## config.mk

```make
export PLATFORM = sky130hd
export DESIGN_NAME = proc_hazard_unit_flat
export DESIGN_NICKNAME = d
export VERILOG_FILES = /design/src/rtl/proc_hazard_if.sv /design/src/rtl/proc_hazard_unit.sv /design/src/flat_wrapper.sv
export SDC_FILE = /design/constraint.sdc
export NUM_CORES = 1
export LEC_CHECK = 0
export ABC_AREA = 1
export CAP_MARGIN = 25
export CORE_UTILIZATION = 43
export DETAILED_ROUTE_END_ITERATION = 7
export PLACE_DENSITY_LB_ADDON = 0.12
export SKIP_LAST_GASP = 1
export SLEW_MARGIN = 40
export SYNTH_ARGS = -nofsm -noshare
export SYNTH_HDL_FRONTEND = slang
export SYNTH_SLANG_ARGS = --single-unit
```

## constraint.sdc

```tcl
create_clock -name clk -period 1.61 [get_ports clk]
set_input_delay 0.322 -clock clk [delete_from_list [all_inputs] [get_ports clk]]
set_output_delay 0.322 -clock clk [all_outputs]
set_load 0.005 [all_outputs]
```

## src/rtl/proc_hazard_if.sv

```systemverilog
`default_nettype none
// ============================================================================
// Module   : proc_hazard_if
// Purpose  : D-stage decode metadata in, hazard controls and stage valids out.
// Revision : 1.0
// ============================================================================
interface proc_hazard_if #(
  parameter int AW = 5
);
  // D-stage decode metadata and branch resolution from the datapath
  logic          val_D;
  logic [AW-1:0] rs1_D;
  logic [AW-1:0] rs2_D;
  logic          rs1_used_D;
  logic          rs2_used_D;
  logic [AW-1:0] rd_D;
  logic          wen_D;
  logic          is_load_D;
  logic          is_mul_D;
  logic          is_jump_D;
  logic          br_taken_X;

  // Pipeline controls back to the datapath
  logic          stall_F;
  logic          stall_D;
  logic          squash_F;
  logic          squash_D;
  logic          hold_X;
  logic [1:0]    op1_byp_sel_D;
  logic [1:0]    op2_byp_sel_D;
  logic          rf_wen_W;
  logic [AW-1:0] rf_waddr_W;
  logic          val_X;
  logic          val_M;
  logic          val_W;

  modport master (
    output val_D, rs1_D, rs2_D, rs1_used_D, rs2_used_D, rd_D, wen_D,
           is_load_D, is_mul_D, is_jump_D, br_taken_X,
    input  stall_F, stall_D, squash_F, squash_D, hold_X,
           op1_byp_sel_D, op2_byp_sel_D, rf_wen_W, rf_waddr_W,
           val_X, val_M, val_W
  );

  modport slave (
    input  val_D, rs1_D, rs2_D, rs1_used_D, rs2_used_D, rd_D, wen_D,
           is_load_D, is_mul_D, is_jump_D, br_taken_X,
    output stall_F, stall_D, squash_F, squash_D, hold_X,
           op1_byp_sel_D, op2_byp_sel_D, rf_wen_W, rf_waddr_W,
           val_X, val_M, val_W
  );
endinterface
`default_nettype wire

```

## src/rtl/proc_hazard_unit.sv

```systemverilog
`default_nettype none
// ============================================================================
// Module   : proc_hazard_unit
// Purpose  : X/M/W tracking, bypass selection, stall/squash and MUL hold.
// Revision : 1.0
// ============================================================================
module proc_hazard_unit #(
  parameter int NREGS   = 32,
  parameter int MUL_LAT = 1,
  parameter int BYP_EN  = 1
) (
  input  wire logic   clk,
  input  wire logic   rst_n,
  proc_hazard_if.slave hz
);
  localparam int AW = $clog2(NREGS);
  localparam logic [3:0] c_mul_init = 4'(MUL_LAT - 1);

  typedef struct packed {
    logic          val;
    logic [AW-1:0] rd;
    logic          wen;
    logic          is_load;
    logic          is_mul;
  } stage_t;

  stage_t     r_x;
  stage_t     r_m;
  stage_t     r_w;
  logic [3:0] r_mul_cnt;

  // x0 is hardwired, so a stage targeting it is never a producer
  function automatic logic writes(input stage_t s, input logic [AW-1:0] r);
    return s.val & s.wen & (s.rd == r) & (r != '0);
  endfunction

  logic w_rs1_x, w_rs1_m, w_rs1_w;
  logic w_rs2_x, w_rs2_m, w_rs2_w;

  assign w_rs1_x = hz.val_D & hz.rs1_used_D & writes(r_x, hz.rs1_D);
  assign w_rs1_m = hz.val_D & hz.rs1_used_D & writes(r_m, hz.rs1_D);
  assign w_rs1_w = hz.val_D & hz.rs1_used_D & writes(r_w, hz.rs1_D);
  assign w_rs2_x = hz.val_D & hz.rs2_used_D & writes(r_x, hz.rs2_D);
  assign w_rs2_m = hz.val_D & hz.rs2_used_D & writes(r_m, hz.rs2_D);
  assign w_rs2_w = hz.val_D & hz.rs2_used_D & writes(r_w, hz.rs2_D);

  logic [1:0] w_op1_sel;
  logic [1:0] w_op2_sel;
  logic       w_raw;

  generate
    if (BYP_EN != 0) begin : g_byp
      assign w_op1_sel = w_rs1_x ? 2'd1 : w_rs1_m ? 2'd2 : w_rs1_w ? 2'd3 : 2'd0;
      assign w_op2_sel = w_rs2_x ? 2'd1 : w_rs2_m ? 2'd2 : w_rs2_w ? 2'd3 : 2'd0;
      assign w_raw     = 1'b0;
    end else begin : g_nobyp
      assign w_op1_sel = 2'd0;
      assign w_op2_sel = 2'd0;
      assign w_raw     = w_rs1_x | w_rs1_m | w_rs1_w | w_rs2_x | w_rs2_m | w_rs2_w;
    end
  endgenerate

  logic w_load_use;
  logic w_hold;
  logic w_br;
  logic w_stall;
  logic w_squash_d;
  logic w_squash_f;
  logic w_adv_d;

  assign w_load_use = r_x.is_load & (w_rs1_x | w_rs2_x);
  assign w_hold     = (r_mul_cnt != 4'd0);
  assign w_br       = hz.br_taken_X;
  // A taken branch kills everything younger, so it overrides all stalls
  assign w_stall    = ~w_br & (w_hold | w_load_use | w_raw);
  // Load-use bubble is suppressed while X is held; it re-evaluates afterwards
  assign w_squash_d = w_br | (w_load_use & ~w_hold);
  assign w_squash_f = w_br | (hz.val_D & hz.is_jump_D & ~w_stall);
  assign w_adv_d    = hz.val_D & ~w_stall & ~w_squash_d;

  stage_t w_d_stage;
  assign w_d_stage = '{val: 1'b1, rd: hz.rd_D, wen: hz.wen_D,
                       is_load: hz.is_load_D, is_mul: hz.is_mul_D};

  always_ff @(posedge clk or negedge rst_n) begin
    if (!rst_n) begin
      r_x       <= '0;
      r_m       <= '0;
      r_w       <= '0;
      r_mul_cnt <= 4'd0;
    end else begin
      r_w <= r_m;
      if (w_br) begin
        r_m       <= r_x;
        r_x       <= '0;
        r_mul_cnt <= 4'd0;
      end else if (w_hold) begin
        r_m       <= '0;
        r_mul_cnt <= r_mul_cnt - 4'd1;
      end else begin
        r_m       <= r_x;
        r_x       <= w_adv_d ? w_d_stage : '0;
        r_mul_cnt <= (w_adv_d & hz.is_mul_D) ? c_mul_init : 4'd0;
      end
    end
  end

  // D-dependent controls are forced low while reset is asserted
  assign hz.stall_F       = rst_n & w_stall;
  assign hz.stall_D       = rst_n & w_stall;
  assign hz.squash_F      = rst_n & w_squash_f;
  assign hz.squash_D      = rst_n & w_squash_d;
  assign hz.hold_X        = rst_n & w_hold & ~w_br;
  assign hz.op1_byp_sel_D = rst_n ? w_op1_sel : 2'd0;
  assign hz.op2_byp_sel_D = rst_n ? w_op2_sel : 2'd0;
  assign hz.rf_wen_W      = r_w.val & r_w.wen;
  assign hz.rf_waddr_W    = r_w.rd;
  assign hz.val_X         = r_x.val;
  assign hz.val_M         = r_m.val;
  assign hz.val_W         = r_w.val;

  // Class bits kept in every stage for observability; not all feed decisions
  logic w_unused;
  assign w_unused = ^{r_x.is_mul, r_m.is_load, r_m.is_mul, r_w.is_load, r_w.is_mul};

endmodule
`default_nettype wire

```

## src/flat_wrapper.sv

```systemverilog
// flat-port wrapper written by rule: the top's interface ports become plain ports
module proc_hazard_unit_flat 
#(
  parameter int NREGS   = 32,
  parameter int MUL_LAT = 1,
  parameter int BYP_EN  = 1
)
  (clk, rst_n, hz_val_D, hz_rs1_D, hz_rs2_D, hz_rs1_used_D, hz_rs2_used_D, hz_rd_D, hz_wen_D, hz_is_load_D, hz_is_mul_D, hz_is_jump_D, hz_br_taken_X, hz_stall_F, hz_stall_D, hz_squash_F, hz_squash_D, hz_hold_X, hz_op1_byp_sel_D, hz_op2_byp_sel_D, hz_rf_wen_W, hz_rf_waddr_W, hz_val_X, hz_val_M, hz_val_W);
  proc_hazard_if #(.AW((5))) hz_i ();
  input  wire logic clk;
  input  wire logic rst_n;
  input wire logic [$bits(hz_i.val_D)-1:0] hz_val_D;
  input wire logic [$bits(hz_i.rs1_D)-1:0] hz_rs1_D;
  input wire logic [$bits(hz_i.rs2_D)-1:0] hz_rs2_D;
  input wire logic [$bits(hz_i.rs1_used_D)-1:0] hz_rs1_used_D;
  input wire logic [$bits(hz_i.rs2_used_D)-1:0] hz_rs2_used_D;
  input wire logic [$bits(hz_i.rd_D)-1:0] hz_rd_D;
  input wire logic [$bits(hz_i.wen_D)-1:0] hz_wen_D;
  input wire logic [$bits(hz_i.is_load_D)-1:0] hz_is_load_D;
  input wire logic [$bits(hz_i.is_mul_D)-1:0] hz_is_mul_D;
  input wire logic [$bits(hz_i.is_jump_D)-1:0] hz_is_jump_D;
  input wire logic [$bits(hz_i.br_taken_X)-1:0] hz_br_taken_X;
  output wire logic [$bits(hz_i.stall_F)-1:0] hz_stall_F;
  output wire logic [$bits(hz_i.stall_D)-1:0] hz_stall_D;
  output wire logic [$bits(hz_i.squash_F)-1:0] hz_squash_F;
  output wire logic [$bits(hz_i.squash_D)-1:0] hz_squash_D;
  output wire logic [$bits(hz_i.hold_X)-1:0] hz_hold_X;
  output wire logic [$bits(hz_i.op1_byp_sel_D)-1:0] hz_op1_byp_sel_D;
  output wire logic [$bits(hz_i.op2_byp_sel_D)-1:0] hz_op2_byp_sel_D;
  output wire logic [$bits(hz_i.rf_wen_W)-1:0] hz_rf_wen_W;
  output wire logic [$bits(hz_i.rf_waddr_W)-1:0] hz_rf_waddr_W;
  output wire logic [$bits(hz_i.val_X)-1:0] hz_val_X;
  output wire logic [$bits(hz_i.val_M)-1:0] hz_val_M;
  output wire logic [$bits(hz_i.val_W)-1:0] hz_val_W;
  assign hz_i.val_D = hz_val_D;
  assign hz_i.rs1_D = hz_rs1_D;
  assign hz_i.rs2_D = hz_rs2_D;
  assign hz_i.rs1_used_D = hz_rs1_used_D;
  assign hz_i.rs2_used_D = hz_rs2_used_D;
  assign hz_i.rd_D = hz_rd_D;
  assign hz_i.wen_D = hz_wen_D;
  assign hz_i.is_load_D = hz_is_load_D;
  assign hz_i.is_mul_D = hz_is_mul_D;
  assign hz_i.is_jump_D = hz_is_jump_D;
  assign hz_i.br_taken_X = hz_br_taken_X;
  assign hz_stall_F = hz_i.stall_F;
  assign hz_stall_D = hz_i.stall_D;
  assign hz_squash_F = hz_i.squash_F;
  assign hz_squash_D = hz_i.squash_D;
  assign hz_hold_X = hz_i.hold_X;
  assign hz_op1_byp_sel_D = hz_i.op1_byp_sel_D;
  assign hz_op2_byp_sel_D = hz_i.op2_byp_sel_D;
  assign hz_rf_wen_W = hz_i.rf_wen_W;
  assign hz_rf_waddr_W = hz_i.rf_waddr_W;
  assign hz_val_X = hz_i.val_X;
  assign hz_val_M = hz_i.val_M;
  assign hz_val_W = hz_i.val_W;
  proc_hazard_unit #(.NREGS(NREGS), .MUL_LAT(MUL_LAT), .BYP_EN(BYP_EN)) u_core (.clk(clk), .rst_n(rst_n), .hz(hz_i));
endmodule
```

==> results.yml <==
power:
  vdd_drop_max_mv: 0.490
  total_power_w: 0.00141
  p_per_area_mw_per_mm2: 570
  leakagePower_nw: 1.28
placement:
  place_congestion: 0.902
  dp_hpwl_um: 3020
  io_buffers: 41
  placed_area_mm2: 0.00230
  place_inst: 319
synthesis:
  synth-seq-cells: 26
  yosysWarningCount: 0
  seq_area_frac_synth: 0.415
  syn_nets: 225
  synth_cell_type_count: 25
  synthCells: 198
  synthesis.area_mm2: 0.00157
  synth_area_per_cell_um2: 7.92
critical_path:
  cpMostUsedCell: "nand2_2"
  cp.required_ps: 1290
  endpoint_kind: "output port"
  crit_chain: "xnor2_1, nand2_1, nor2_1, nand2_2, nand2_2, nand2_2, a211oi_2, buf_2"
  worst_path_max_delay_cell: "dfrtp_1"
  crit_type: "reg -> out"
  startpoint_type: "flop"
  critPathMaxStageDelay_ps: 450
  critPathBufInv: 1
  rr_worst_depth: 10
  cp_max_fo: 3
  cp_top_family: "flip-flops"
  crit_arrival_ps: 1690
  cp.depth: 8
sta:
  fin_ws_ps: -407
  min_period_ps: 2020
  report.final.slew_viol_count: 0
  fin_worst_skew_ps: 5.55
  fmax_mhz: 496
  slew_headroom: 0.825
  tightestPinTransition_ps: 261
  hold_viol: 0
  finalSetupViolCount: 10
  holdWs_ps: 378
  rsz0062_at_grt: "true"
  fin_crit_sh: 1.25
clock_tree:
  htreeDepth: 1
  clock_latency_ps: 310
  cts_buffer_depth: 2
  clk_pin_slew_ps: 140
  cts_tree: "built"
  cts_buffers: 3
  cts-root-buf: "clkbuf_4"
  clock-sinks: 26
global_routing:
  track_usage: 0.206
  grt_pass1_wl_um: 6400
  first_global_vias: 1450
  antenna_found_initial: 0
  grt_max_degree: 17
  overflow: 0
flow_run:
  maxCapViolCount: 0
die:
  num_rows: 21
  die_h_um: 62.4
  die_area_mm2: 0.00389
  start_util: 0.459
  core-area_mm2: 0.00342
  die_x_um: 62.4
  io_pins: 43
drt:
  vias: 1483
  drt_iter0_markers: 16
  drc_errors: 0
  routed_wirelength_um: 3800
  drtAntennaViolNets: 0
  post_drt_via_cell_ratio: 4.47
  dr.pass1.iters: 4
  post_drt_wl_per_cell_um: 11.4
outcome:
  violations: "negative setup slack"
  status: "finished with violations"
cells_and_area:
  fin_nets: 314
  nFillCells: 287
  layoutNonFillerInstCount: 332
  finalInstanceArea_mm2: 0.00247
  antenna_cells: 0
  utilization: 0.724
  drive_gt1_frac: 0.332
  area_growth_pct: 57.7
hold_path:
  holdCritPathClass: "in -> async"
[worst reg2reg max path: stages (launching register included)]
cell and delay, ps:
dfrtp_1 450, xnor2_1 190, nand2_1 80, nor2_1 120, nand2_2 80, nand2_2 100
nand2_2 60, buf_4 130, buf_4 130, nand4_4 100, o21ai_1 80
[synth_stat cells]
library cell	number	area share
nor2_1	35	0.084
inv_1	30	0.072
nand2_1	30	0.072
dfrtp_1	26	0.41
xnor2_1	19	0.11
nand3_1	10	0.032
o21bai_1	8	0.038
a21oi_1	6	0.019
buf_4	6	0.029
xor2_1	6	0.033
nand2_2	3	0.012
ha_1	2	0.016
nand4_1	2	0.0080
nor3_1	2	0.0064
o21ai_0	2	0.0064
or2_0	2	0.0080
a211oi_1	1	0.0048
and3_1	1	0.0040
clkbuf_1	1	0.0024
clkinv_1	1	0.0024
nand3b_1	1	0.0048
nand4_4	1	0.014
nor2_2	1	0.0040
nor4_1	1	0.0040
or2_2	1	0.0040
[routing by layer]
metal / part of all wire / GRT usage / vias up
met5: 0 / 0 / -
met4: 0.010 / 0.0523 / 0
met3: 0.033 / 0.0219 / 4
met2: 0.46 / 0.341 / 30
met1: 0.49 / 0.289 / 669
li1: - / - / 780
[repair_timing]
item,4_1_cts,5_1_grt
hold buffers,0,0
gates resized for setup,84,8
hold endpoints to repair,0,0
endpoints found under the setup margin,24,20
pin swaps,25,9
buffers inserted,7,2
[layout make-up]
class,count,area (um^2),share of cell area
inverter,31,116,0.0470
clock inverter,1,30.0,0.0121
timing repair buffer,91,746,0.301
sequential,26,652,0.264
multi-input combinational,134,850,0.343
tap,46,57.6,0.0233
clock buffer,3,22.5,0.00910
[flip-flops by register name (all words and copies together) (netlist names)]
signal	flops
u_core.r_mul_cnt	4
u_core.r_w	1
u_core.r_x	7
u_core.hz.rf_waddr_W	5
u_core.hz.val_W	1
u_core.r_m	6
u_core.hz.val_M	1
u_core.hz.val_X	1
[per-stage QoR]
| stage | TNS (ps) | worst slack [ps] |
|---|---|---|
| global route | -4750 | -527 |
| global placement | -10870 | -991 |
| detailed placement | -11030 | -990 |
| CTS | -3650 | -428 |
| floorplan | -11.2 | -11.2 |
| finish | -3070 | -407 |
[path summary, 6_finish.rpt]
check | startpoint | slack (ps) | end
max reg2reg | u_core.r_x[3]$_DFFE_PN0P_ | 0 | u_core.hz.val_X$_DFFE_PN0P_
max in group asynchronous | rst_n | 830 | u_core.r_x[4]$_DFFE_PN0P_
min | rst_n | 380 | u_core.hz.rf_waddr_W[2]$_DFF_PN0_
min reg2reg | u_core.r_m[2]$_DFF_PN0_ | 400 | u_core.r_w[2]$_DFF_PN0_
max | u_core.r_x[3]$_DFFE_PN0P_ | -410 | hz_squash_D
min in group clk | u_core.r_m[2]$_DFF_PN0_ | 400 | u_core.r_w[2]$_DFF_PN0_
[where the power goes]
group          total, W  internal (W)  leakage (nW)  switching [W]
clock network  0.000441      0.000251        0.0279       0.000190
logic          0.000274      0.000150         0.904       0.000124
registers      0.000696      0.000675         0.349      0.0000204
total           0.00141       0.00108          1.28       0.000334
[cell families after synthesis]
| family | share of synthesized area |
|---|---|
| compound gates | 0.0686 |
| xor+xnor | 0.140 |
| fa+ha+maj | 0.0159 |
| buf+inv | 0.105 |
| flops | 0.415 |
| simple gates | 0.256 |
[placed cells by master, fill, tap and decap left out, types with 2 or more instances in the layout]
cell type,n
nor2_2,3
dlygate4sd2_1,19
inv_1,26
clkdlybuf4s50_1,10
inv_2,4
xnor2_1,18
buf_6,5
nor2_1,32
buf_2,8
nand3_2,3
buf_4,46
nand2_2,8
dfrtp_1,25
nand3_1,7
a21oi_1,2
clkbuf_4,3
dlymetal6s2s_1,3
or2_0,2
nand2_1,25
o21ai_1,2
xor2_1,6
a21oi_2,4
o21bai_1,8
nand4_1,2
Note: power is estimated with default switching activity, not from simulation.
==> RTL edit (same settings) <==
`BYP_EN` is set to 1 in 2 places; all go to 0.
--- a/src/rtl/proc_hazard_unit.sv
+++ b/src/rtl/proc_hazard_unit.sv
@@ -7,7 +7,7 @@
 module proc_hazard_unit #(
   parameter int NREGS   = 32,
   parameter int MUL_LAT = 1,
-  parameter int BYP_EN  = 1
+  parameter int BYP_EN  = 0
 ) (
   input  wire logic   clk,
   input  wire logic   rst_n,
--- a/src/flat_wrapper.sv
+++ b/src/flat_wrapper.sv
@@ -3,7 +3,7 @@
 #(
   parameter int NREGS   = 32,
   parameter int MUL_LAT = 1,
-  parameter int BYP_EN  = 1
+  parameter int BYP_EN  = 0
 )
   (clk, rst_n, hz_val_D, hz_rs1_D, hz_rs2_D, hz_rs1_used_D, hz_rs2_used_D, hz_rd_D, hz_wen_D, hz_is_load_D, hz_is_mul_D, hz_is_jump_D, hz_br_taken_X, hz_stall_F, hz_stall_D, hz_squash_F, hz_squash_D, hz_hold_X, hz_op1_byp_sel_D, hz_op2_byp_sel_D, hz_rf_wen_W, hz_rf_waddr_W, hz_val_X, hz_val_M, hz_val_W);
   proc_hazard_if #(.AW((5))) hz_i ();
Behaviour: not the same (a bounded check fails within 4 cycles, from zero or initial values and one cycle with rst_n low).
==> RTL edit against the original RTL <==
  * The run still ends with setup timing left
  * Hold slack better by 0.0053 ns
  * Design area increased by 1.4%
  * Worst setup slack lost 0.013 ns
  * Synthesized area is 6.3% higher
  * Wire length increased by 19%
  * Cell count up 11%
  * Global-route usage grew 2.1 points
  * Sequential cell count stayed put
  * First-iteration DRC count increased to 10 times the old value
Power is not compared: it rests on default switching activity, and its combinational part moved more than twofold at a synthesized area within 25%.
==> RTL edit: results (changes against the original RTL) <==
| Metric | Value |
|---|---|
| Post-synthesis compound-gate area fraction | `6.15% (was 6.86%)` |
| Final WS setup | `-0.420 ns (was -0.407 ns)` |
| Setup tns final | `-1.76 ns (was -3.07 ns)` |
| Post-synth top cells | `nand2_1, inv_1, nor2_1 (was nor2_1, inv_1, nand2_1)` |
| Share of the yosys chip area belonging to registers | `39.0% (was 41.5%)` |
| Iteration-0 DRC Markers | `161 (was 16)` |
| Via count | `1726 (was 1483)` |
| Post-synthesis xor/xnor area fraction | `4.20% (was 14.0%)` |
| Vias/cell | `4.70 (was 4.47)` |
| CP max FO | `4 (was 3)` |
| I/O Buffers | `37 (was 41)` |
| Setup Viol. Count Final | `5 (was 10)` |
| ClkCell Share | `2.19% (was 2.12%)` |
| Share of layout cells above drive strength 1 | `31.7% (was 33.2%)` |
| Hpwl dp | `3200 um (was 3020 um)` |
| Clock buffer count | `4 (was 3)` |
| Root buf cell | `clkbuf_8 (was clkbuf_4)` |
| GRT Util Overall | `22.8% (was 20.6%)` |
| PostCTS Resize Cnt | `79 (was 84)` |
| FF+latch area | `656 um^2 (was 652 um^2)` |
| Violated checks | `setup timing (unchanged)` |
| Crit path max-delay family | `simple AND/OR/NAND/NOR gates (was flip-flops)` |
| Outcome | `finished with violations (unchanged)` |
| Wire per inst | `12.3 um (was 11.4 um)` |
| Hold/Removal Path Class | `flop to flop (was input port to async pin)` |
| Top cells by area, synth | `dfrtp_1, nand2_1, inv_1 (was dfrtp_1, xnor2_1, nor2_1)` |
| Post-Synth Adder-Cell Area | `1.50% (was 1.59%)` |
| Postcts setup bufs | `22 (was 7)` |
| RD Place Congestion | `0.897 (was 0.902)` |
| Worst skew pair latency | `0.27 ns (was 0.31 ns)` |
| NonClk Buf Share | `25.6% (was 30.1%)` |
| Arr. time, crit path | `1.71 ns (was 1.69 ns)` |
| Clock-pin slew on the worst setup and hold paths | `0.09 ns (was 0.14 ns)` |
| Multi-input gate count | `165 (was 134)` |
| First-pass GRT wire length | `7310 um (was 6400 um)` |
| Vias in the first global route | `1648 (was 1450)` |
| Worst Skew | `0.00378 ns (was 0.00555 ns)` |
| Distinct cells, synth | `18 (was 25)` |
| Most common cell after layout, fill and taps aside | `nand2_1 (was buf_4)` |
[RTL edit: changes by cell type in the layout (fill, tap and decap cells not counted), moves of 4 or more]
cell | unedited run | this run
buf_4 | 46 | 32
clkbuf_8 | 0 | 4
clkdlybuf4s50_1 | 10 | 18
conb_1 | 0 | 4
dlygate4sd2_1 | 19 | 7
inv_1 | 26 | 38
inv_2 | 4 | 11
nand2_1 | 25 | 62
nor2_1 | 32 | 37
xnor2_1 | 18 | 2
xnor2_2 | 1 | 5
xor2_1 | 6 | 1
[RTL edit: path summary, 6_finish.rpt]
check	start	slack, ns	end	cells after the start
max	u_core.r_m[7]	-0.42	hz_squash_F	12
min	u_core.r_m[2]	0.38	u_core.r_w[2]	0
max reg2reg	u_core.r_m[4]	0.01	u_core.r_x[1]	10
min reg2reg	u_core.r_m[2]	0.38	u_core.r_w[2]	0
max in group asynchronous	rst_n	0.81	u_core.hz.rf_waddr_W[4]	2
min in group asynchronous	rst_n	0.53	u_core.hz.val_W	2
[RTL edit: metal layers]
layer	vias to the layer above	track usage (%)	wire length [um]
met3	16	3.57	201
li1	868	-	-
met1	777	30.0	2050
met5	-	0	0
met2	65	36.4	2090
met4	0	10.3	193
[RTL edit: stage by stage]
stage | hold WS [ns] | cell area (um^2) | setup WS (ns)
4_1_cts | 0.386 | 2410 | -0.467
3_5_place_dp | 0.364 | 2220 | -1.05
3_3_place_gp | 0.355 | 2220 | -1.11
5_1_grt | 0.398 | 2510 | -0.508
2_1_floorplan | 0.0264 | 1690 | 0.0611
6_report | 0.383 | 2510 | -0.420
[RTL edit: where the power goes]
part	internal, W	switching, W	total (W)
Combinational	0.000712	0.000674	0.00139
Clock	0.000219	0.000212	0.000431
Sequential	0.000814	0.000141	0.000955
